[src/rtl/load_store_ctrl.sv]
// Load/store controller: validates a load or store, runs the memory req/ack
// handshake with a timeout, and returns lane-aligned, extended load data.
module load_store_ctrl #(
    parameter int unsigned TIMEOUT_CYCLES = 255
) (
    input  logic        clk_i,
    input  logic        rst_n_i,
    input  logic        ld_req_i,
    input  logic        st_req_i,
    input  logic [2:0]  funct3_i,
    input  logic [31:0] addr_i,
    input  logic [31:0] wdata_i,
    output logic        stall_o,
    output logic        done_o,
    output logic [31:0] rdata_o,
    output logic        err_o,
    output logic [1:0]  err_cause_o,
    output logic        mem_req_o,
    output logic        mem_we_o,
    output logic [31:0] mem_addr_o,
    output logic [3:0]  mem_byte_en_o,
    output logic [31:0] mem_wdata_o,
    input  logic        mem_ack_i,
    input  logic [31:0] mem_rdata_i
);

    localparam int unsigned DW  = 32;
    localparam int unsigned BEW = 4;
    localparam int unsigned CW  = 8;
    localparam int unsigned F3W = 3;

    localparam logic [1:0]    CAUSE_NONE     = 2'b00;
    localparam logic [1:0]    CAUSE_MISALIGN = 2'b01;
    localparam logic [1:0]    CAUSE_ILLEGAL  = 2'b10;
    localparam logic [1:0]    CAUSE_TIMEOUT  = 2'b11;
    localparam logic [CW-1:0] TIMEOUT_LIM    = CW'(TIMEOUT_CYCLES);

    typedef enum logic [1:0] {
        IDLE   = 2'b00,
        ACCESS = 2'b01,
        RESP   = 2'b10
    } state_t;

    state_t          state_q, state_d;
    logic [F3W-1:0]  funct3_q, funct3_d;
    logic [1:0]      off_q, off_d;
    logic [CW-1:0]   cnt_q, cnt_d;
    logic [CW-1:0]   cnt_inc;

    logic            mem_req_d, mem_we_d, done_d, err_d;
    logic [DW-1:0]   mem_addr_d, mem_wdata_d, rdata_d;
    logic [BEW-1:0]  be_d;
    logic [1:0]      cause_d;

    logic            illegal_c, misaligned_c;
    logic [BEW-1:0]  be_c;
    logic [DW-1:0]   wdata_c, load_c;
    logic [7:0]      byte_c;
    logic [15:0]     half_c;

    assign cnt_inc = cnt_q + CW'(1);

    // Fault classification of the incoming request; illegal takes priority
    always_comb begin
        illegal_c = (ld_req_i & st_req_i)
                  | (ld_req_i & ((funct3_i == 3'b011) | (funct3_i == 3'b110) | (funct3_i == 3'b111)))
                  | (st_req_i & (funct3_i >= 3'b011));
        misaligned_c = ((funct3_i[1:0] == 2'b01) & addr_i[0])
                     | ((funct3_i[1:0] == 2'b10) & (addr_i[1:0] != 2'b00));
    end

    // Byte-lane enables and replicated store data for the incoming request
    always_comb begin
        be_c    = 4'b1111;
        wdata_c = wdata_i;
        case (funct3_i[1:0])
            2'b00: begin
                be_c    = 4'b0001 << addr_i[1:0];
                wdata_c = {4{wdata_i[7:0]}};
            end
            2'b01: begin
                be_c    = 4'b0011 << addr_i[1:0];
                wdata_c = {2{wdata_i[15:0]}};
            end
            default: begin
                be_c    = 4'b1111;
                wdata_c = wdata_i;
            end
        endcase
    end

    // Lane extraction and sign/zero extension of the returned read word
    always_comb begin
        byte_c = mem_rdata_i[7:0];
        case (off_q)
            2'b00:   byte_c = mem_rdata_i[7:0];
            2'b01:   byte_c = mem_rdata_i[15:8];
            2'b10:   byte_c = mem_rdata_i[23:16];
            default: byte_c = mem_rdata_i[31:24];
        endcase
        half_c = off_q[1] ? mem_rdata_i[31:16] : mem_rdata_i[15:0];
        case (funct3_q)
            3'b000:  load_c = {{24{byte_c[7]}}, byte_c};
            3'b001:  load_c = {{16{half_c[15]}}, half_c};
            3'b100:  load_c = {24'd0, byte_c};
            3'b101:  load_c = {16'd0, half_c};
            default: load_c = mem_rdata_i;
        endcase
    end

    // Next-state and next-output logic
    always_comb begin
        state_d     = state_q;
        funct3_d    = funct3_q;
        off_d       = off_q;
        cnt_d       = cnt_q;
        mem_req_d   = 1'b0;
        mem_we_d    = 1'b0;
        mem_addr_d  = '0;
        be_d        = '0;
        mem_wdata_d = '0;
        done_d      = 1'b0;
        cause_d     = CAUSE_NONE;
        rdata_d     = '0;
        stall_o     = 1'b0;
        case (state_q)
            IDLE: begin
                stall_o = ld_req_i | st_req_i;
                cnt_d   = '0;
                if (ld_req_i | st_req_i) begin
                    funct3_d = funct3_i;
                    off_d    = addr_i[1:0];
                    if (illegal_c) begin
                        state_d = RESP;
                        done_d  = 1'b1;
                        cause_d = CAUSE_ILLEGAL;
                    end else if (misaligned_c) begin
                        state_d = RESP;
                        done_d  = 1'b1;
                        cause_d = CAUSE_MISALIGN;
                    end else begin
                        state_d     = ACCESS;
                        mem_req_d   = 1'b1;
                        mem_we_d    = st_req_i;
                        mem_addr_d  = {addr_i[31:2], 2'b00};
                        be_d        = be_c;
                        mem_wdata_d = wdata_c;
                    end
                end
            end
            ACCESS: begin
                stall_o = 1'b1;
                if (mem_ack_i) begin
                    state_d = RESP;
                    done_d  = 1'b1;
                    cnt_d   = '0;
                    rdata_d = mem_we_o ? '0 : load_c;
                end else if (cnt_inc == TIMEOUT_LIM) begin
                    state_d = RESP;
                    done_d  = 1'b1;
                    cnt_d   = '0;
                    cause_d = CAUSE_TIMEOUT;
                end else begin
                    cnt_d       = cnt_inc;
                    mem_req_d   = 1'b1;
                    mem_we_d    = mem_we_o;
                    mem_addr_d  = mem_addr_o;
                    be_d        = mem_byte_en_o;
                    mem_wdata_d = mem_wdata_o;
                end
            end
            RESP: begin
                state_d = IDLE;
                cnt_d   = '0;
            end
            default: begin
                state_d = IDLE;
                cnt_d   = '0;
            end
        endcase
        err_d = (cause_d != CAUSE_NONE);
    end

    // State register and captured request fields
    always_ff @(posedge clk_i or negedge rst_n_i) begin
        if (!rst_n_i) begin
            state_q  <= IDLE;
            funct3_q <= '0;
            off_q    <= '0;
            cnt_q    <= '0;
        end else begin
            state_q  <= state_d;
            funct3_q <= funct3_d;
            off_q    <= off_d;
            cnt_q    <= cnt_d;
        end
    end

    // Registered memory-side and pipeline-side outputs
    always_ff @(posedge clk_i or negedge rst_n_i) begin
        if (!rst_n_i) begin
            mem_req_o     <= 1'b0;
            mem_we_o      <= 1'b0;
            mem_addr_o    <= '0;
            mem_byte_en_o <= '0;
            mem_wdata_o   <= '0;
            done_o        <= 1'b0;
            err_o         <= 1'b0;
            err_cause_o   <= CAUSE_NONE;
            rdata_o       <= '0;
        end else begin
            mem_req_o     <= mem_req_d;
            mem_we_o      <= mem_we_d;
            mem_addr_o    <= mem_addr_d;
            mem_byte_en_o <= be_d;
            mem_wdata_o   <= mem_wdata_d;
            done_o        <= done_d;
            err_o         <= err_d;
            err_cause_o   <= cause_d;
            rdata_o       <= rdata_d;
        end
    end

endmodule

[config.mk]
export PLATFORM = sky130hd
export DESIGN_NAME = load_store_ctrl
export DESIGN_NICKNAME = d
export VERILOG_FILES = /design/src/rtl/load_store_ctrl.sv
export SDC_FILE = /design/constraint.sdc
export NUM_CORES = 1
export LEC_CHECK = 0
export ABC_AREA = 1
export BUFFER_PORTS_ARGS = -buffer_cell sky130_fd_sc_hd__buf_2
export CELL_PAD_IN_SITES_DETAIL_PLACEMENT = 1
export CELL_PAD_IN_SITES_GLOBAL_PLACEMENT = 1
export CORE_ASPECT_RATIO = 1.1
export CORE_MARGIN = 1.5
export CORE_UTILIZATION = 38
export CTS_CLUSTER_DIAMETER = 100
export DETAILED_ROUTE_END_ITERATION = 8
export PLACE_DENSITY = 0.84
export SYNTH_ARGS = -nofsm -noshare
export SYNTH_HDL_FRONTEND = slang
export SYNTH_SLANG_ARGS = --single-unit
[constraint.sdc]
create_clock -name clk_i -period 3.03 [get_ports clk_i]
set_clock_uncertainty 0.1 [all_clocks]
set_input_delay 0.1515 -clock clk_i [delete_from_list [all_inputs] [get_ports clk_i]]
set_output_delay 0.1515 -clock clk_i [all_outputs]
set_load 0.005 [all_outputs]
**After elaboration in Yosys (flattened, before gate mapping)**

Index checks and enable logic that the tools add are counted.

- Register bits: 121
- Bits in latches: 0
- Memory bits (writable): 0
- ROM bits: 0
- Input bits: 104
- Output and inout bits: 107
- Word-level logic and storage cells: 108
- Memories kept: 0

- Add/subtract/negate cells: 1
- $mul: 0
- Divide/modulo/power cells: 0
- $lt $le $gt $ge: 1
- Equality and inequality tests: 14
- Shift-type cells: 2
- Multiplexer cells: 58
- Bitwise logic cells: 11
- Reduce and logical (&&, ||, !) cells: 8

Operators by type and width:

| cell | count |
|---|---|
| $mux 32 | 11 |
| $pmux 32 s2 | 3 |
| $pmux 32 s4 | 1 |
| $mux 8 | 3 |
| $pmux 8 s3 | 1 |
| $mux 4 | 5 |
| $mux 2 | 9 |
| $mux 1 | 16 |
| $mux 16 | 1 |
| $pmux 4 s2 | 2 |
| $eq 3x3->1 const B | 4 |
| $add 8x1->8 const B | 1 |
| $eq 8x8->1 const B | 1 |
| $pmux 1 s2 | 4 |
| $pmux 2 s2 | 2 |
| $eq 2x1->1 const B | 3 |
| $logic_not 2->1 | 3 |
| $or 1x1->1 | 6 |
| $and 1x1->1 | 5 |
| $eq 2x2->1 const B | 2 |
| $reduce_and 2->1 | 2 |
| $reduce_bool 2->1 | 2 |
| $shl 1x2->4 const A | 1 |
| $shl 2x2->4 const A | 1 |
| 6 further kinds | 6 |

**Longest topological paths before layout**

- Depth after elaboration: 10
- Mapped depth: 12
- Depth with buffers taken out: 10

**Worst setup path before layout**

Ideal clock, no wire load.

- Path kind: flip-flop to flip-flop
- From: register cnt_q[0]
- To: register mem_addr_o[12]
- Library setup time: 0.117 ns
- Data arrival time: 1.514 ns
- Data required time: 2.813 ns
- Slack: 1.298 ns
- Cell stages (with the launch flop): 12
- Path buffers: 2
- Period minus slack after synthesis: 1.732 ns
- Path through: dfrtp_1 ha_1 nand2_1 nand2_1 nor2_1 nand3_1 nor2_4 nand2_2 buf_6 buf_6 nand3_2 nand2_1

- Longest elaborated chain between the ends: 3

Ends and longest elaborated chain:

| item | RTL line | text |
|---|---|---|
| from (decl) | 47 | `logic [CW-1:0] cnt_q, cnt_d;` |
| from (signal assigned) | 195 | `cnt_q <= cnt_d;` |
| $add 8x1->8 | 61 | `assign cnt_inc = cnt_q + CW'(1);` |
| $eq 8x8->1 | 158 | `end else if (cnt_inc == TIMEOUT_LIM) begin` |
| $ne 3x3->1 (no line) | n/a |  |
| to (signal assigned) | 214 | `mem_addr_o <= mem_addr_d;` |
| to (decl) | 20 | `output logic [31:0] mem_addr_o,` |

Every way passes these cells.
A chain may end at the register's enable or synchronous reset.

**Final worst setup path**

- From: register state_q[1]
- To: output stall_o

- Longest elaborated chain between the ends: 2
- Elaborated cells on any way between the ends: 3
- Those cells by class: eq/ne: 1; mux: 1; reduce/logical: 1

Ends and longest elaborated chain:

| item | RTL line | text |
|---|---|---|
| from (decl) | 44 | `state_t state_q, state_d;` |
| from (signal assigned) | 192 | `state_q <= state_d;` |
| $eq 2x1->1 or $logic_not 2->1 (tied branches) | 126 | `case (state_q)` |
| $pmux 1 s2 * | 126 |  |
| to (decl) | 13 | `output logic stall_o,` |

Mark *: on every way between the ends. The rest lies on a longest branch, timed or not.

==> run metrics <==
status=finished, final reports clean; Max rail drop VDD=about 370 uV; row count=46; core footprint=14500 um2; vias in the first global route=~6.6k; DRC violations left=0; Clock Latency Late Sink=between 0.4 and 0.5 ns; Critical path destination=stall_o; Stages on worst setup path=7; R2R Path Start=off_q[1]$_DFFE_PN0P_; Pwr Total=0.005758 W; Max FO, Critical Path=14; CP Buf/Inv Count=4; port bufs=208; Die ar.=15640 um2; LEAKAGE=between 4 and 5 nW; fin worst setup slack=0.6649 ns; first-pass GRT wire length=34870 um; Final Cycle Share=78.06%; total CTS buffers=17; Max clock buf depth=2; Fin Setup TNS=0 ns; DP Cell Count=1058; Avg Cell Area, Syn=8.241 um2; worst slew pin tran=0.9248 ns; Period minus WS final=2.365 ns; initial core utilization=39.04%; num ports=211; Yosys Warn Count=0; critical path data arrival time=roughly 2.1 ns; die span in y=131.0 um; Req. time, crit path=approximately 2.8 ns; Die X=119.4 um; grt met2 use=52.43%; Slew HR=38.12%; busiest grt layer=met2; Crit path largest cell delay=0.57 ns; Cell Pwr Density=between 600 and 700 nW/um2; DR vias/cell=a little over 5; CP Launch Point=state_q[1]$_DFFE_PN0P_; Crit-path slowest cell=nor2_1; RSZ-0062 raised after global routing=no; endpoints failing hold=0; clock root cell=clkbuf_16; number of H-tree levels=4; GRT Residual Overflow=0; fraction of layout instances using a drive strength above 1=30.48%; cell count after synthesis=687; register bit total from synthesis=~120; largest net degree at the start of global routing=120; Starting DRT DRC Count=255; max-capacitance violation count=0; clock slew at reported path FFs=0.06 ns; Vias=between 6k and 7k; R2R Setup Slk=0.68 ns; Routed Antenna Nets=0; post-synth cell types=32; fin cells=1174; most used cell, CP=nor2_1; pre-CTS setup slack=0.6234 ns; Fmax achieved=about 0.42 GHz; Max Transition Viols Final=0; P&R area growth vs syn=47.62%; Routed WL per cell=18.86 um; router iterations before antenna repair=4; worst-path cell chain=nor2_1, inv_1, nor2_1, buf_4, inv_2, nand2_1, buf_2; GR Util met3=8.637%; Largest delay share family, worst path=simple AND/OR/NAND/NOR gates; sequential area share after synthesis=between 50% and 60%; DRT Wirelength=~22000 um; Setup violations, final=0; GR Util All Layers=29.33%; WS Path Type=reg2out; nets=1074; CTS tree=yes; number of fill cells=roughly 1.8k; Util after Layout=57.63%; total clock sinks=around 120; cells on worst reg2reg path=8; r2r endpoint=rdata_o[25]$_DFF_PN0_; half-perimeter wire length after placement=12560 um; cell area after synthesis=~5700 um2; GP Congestion=0.8239; CP startpoint kind=register; initial antenna violation count=1; Setup crit end kind=primary output; HP Class=in2reg; met1 global-route usage=31.66%
[final cells by class]
type	instances	area, um2	share of cell area [%]
clock buffers	20	456.7	5.464
inverters	51	191.4	2.290
flip-flops and latches	119	2978	35.63
clock inverters	12	222.7	2.665
diodes	1	2.502	0.02994
repair buffers	300	1967	23.53
multi-input cells	479	2300	27.52
well taps	192	240.2	2.874
[logic make-up after synthesis]
family,share of synthesized area [%]
buffers and inverters,7.072
other,0.06623
adders and majority gates,0.4419
and+or+nand+nor,31.20
DFF,52.60
AOI/OAI and AO/OA,8.619
[sequential cells by signal, summed over array words and instances, names as in the netlist, 2 cells and up]
register and count:
cnt_q 8, err_cause_o 2, funct3_q 3, mem_addr_o 30, mem_byte_en_o 4, mem_wdata_o 32
off_q 2, rdata_o 32, state_q 2
[repair_timing]
action | in CTS | in global routing
setup buffers | 0 | 0
resized for setup | 0 | 0
endpoints found under the hold margin | 201 | 0
hold buffers | 83 | 0
[worst min-delay path, stage by stage]
cell	delay, ns
buf_2	0.10
o21a_1	0.16
nand2_1	0.06
nand2_1	0.05
[metrics by stage]
stage          instance area, um2  hold slack (ns)
2_1_floorplan                5665          -0.2441
3_5_place_dp                 6845           0.2086
4_1_cts                      8356          0.01124
5_1_grt                      8358          0.02235
6_report                     8358          0.02278
3_3_place_gp                 6845           0.2029
[worst min-delay path by stage]
stage	startpoint	endpoint	slack [ns]	cells after the start
6_report	wdata_i[10]	mem_wdata_o[10]$_DFFE_PN0P_	0.02	4
5_1_grt	wdata_i[10]	mem_wdata_o[10]$_DFFE_PN0P_	0.02	4
4_1_cts	wdata_i[10]	mem_wdata_o[10]$_DFFE_PN0P_	0.01	4
3_5_place_dp	rst_n_i	mem_wdata_o[10]$_DFFE_PN0P_	0.21	2
3_3_place_gp	rst_n_i	mem_wdata_o[10]$_DFFE_PN0P_	0.20	2
2_1_floorplan	rst_n_i	cnt_q[0]$_DFF_PN0_	-0.24	0
[cell usage in the layout, fill, tap and decap left out, drive strengths merged]
| cell | n |
|---|---|
| buf | 217 |
| nand2 | 200 |
| dfrtp | 119 |
| dlygate4sd3 | 83 |
| nand3 | 83 |
| nor2 | 74 |
| inv | 51 |
| o21ai | 43 |
| or2 | 20 |
| clkbuf | 20 |
| o211ai | 14 |
| nand4 | 13 |
| a31oi | 8 |
| o21a | 7 |
| a21oi | 7 |
| bufinv | 6 |
| clkinv | 4 |
| nand3b | 2 |
| ha | 2 |
| conb | 2 |
| clkinvlp | 2 |
| diode | 1 |
| o21bai | 1 |
| a21boi | 1 |
| nor3 | 1 |
| o31ai | 1 |
[Yosys cell counts, drive strengths merged]
library cell | count | area share, %
o21ai | 43 | 3.8
nor2 | 74 | 5.3
buf | 24 | 2.7
nand3b | 2 | 0.27
nor3 | 1 | 0.18
nand3 | 83 | 8.2
clkbuf | 15 | 0.99
o21bai | 1 | 0.13
a31oi | 8 | 0.88
a21boi | 1 | 0.20
o211ai | 14 | 1.9
a21oi | 7 | 0.69
inv | 51 | 3.4
conb | 1 | 0.066
nand4 | 13 | 1.5
o21a | 7 | 0.93
o31ai | 1 | 0.13
nand2 | 200 | 13
ha | 2 | 0.44
dfrtp | 119 | 53
or2 | 20 | 2.2
[per-layer routing]
layer	part of all wire (%)	up-vias
li1	-	2775
met1	37	2963
met2	54	221
met3	5.4	66
met4	3.7	0
met5	0	-
[power breakdown]
| part | switching (W) | internal (W) | total [W] |
|---|---|---|---|
| logic | 0.000917 | 0.000525 | 0.00144 |
| clock network | 0.000790 | 0.00158 | 0.00237 |
| registers | 0.000145 | 0.00180 | 0.00194 |
| total | 0.00185 | 0.00391 | 0.00576 |
Power figures use the tool's default switching activity.
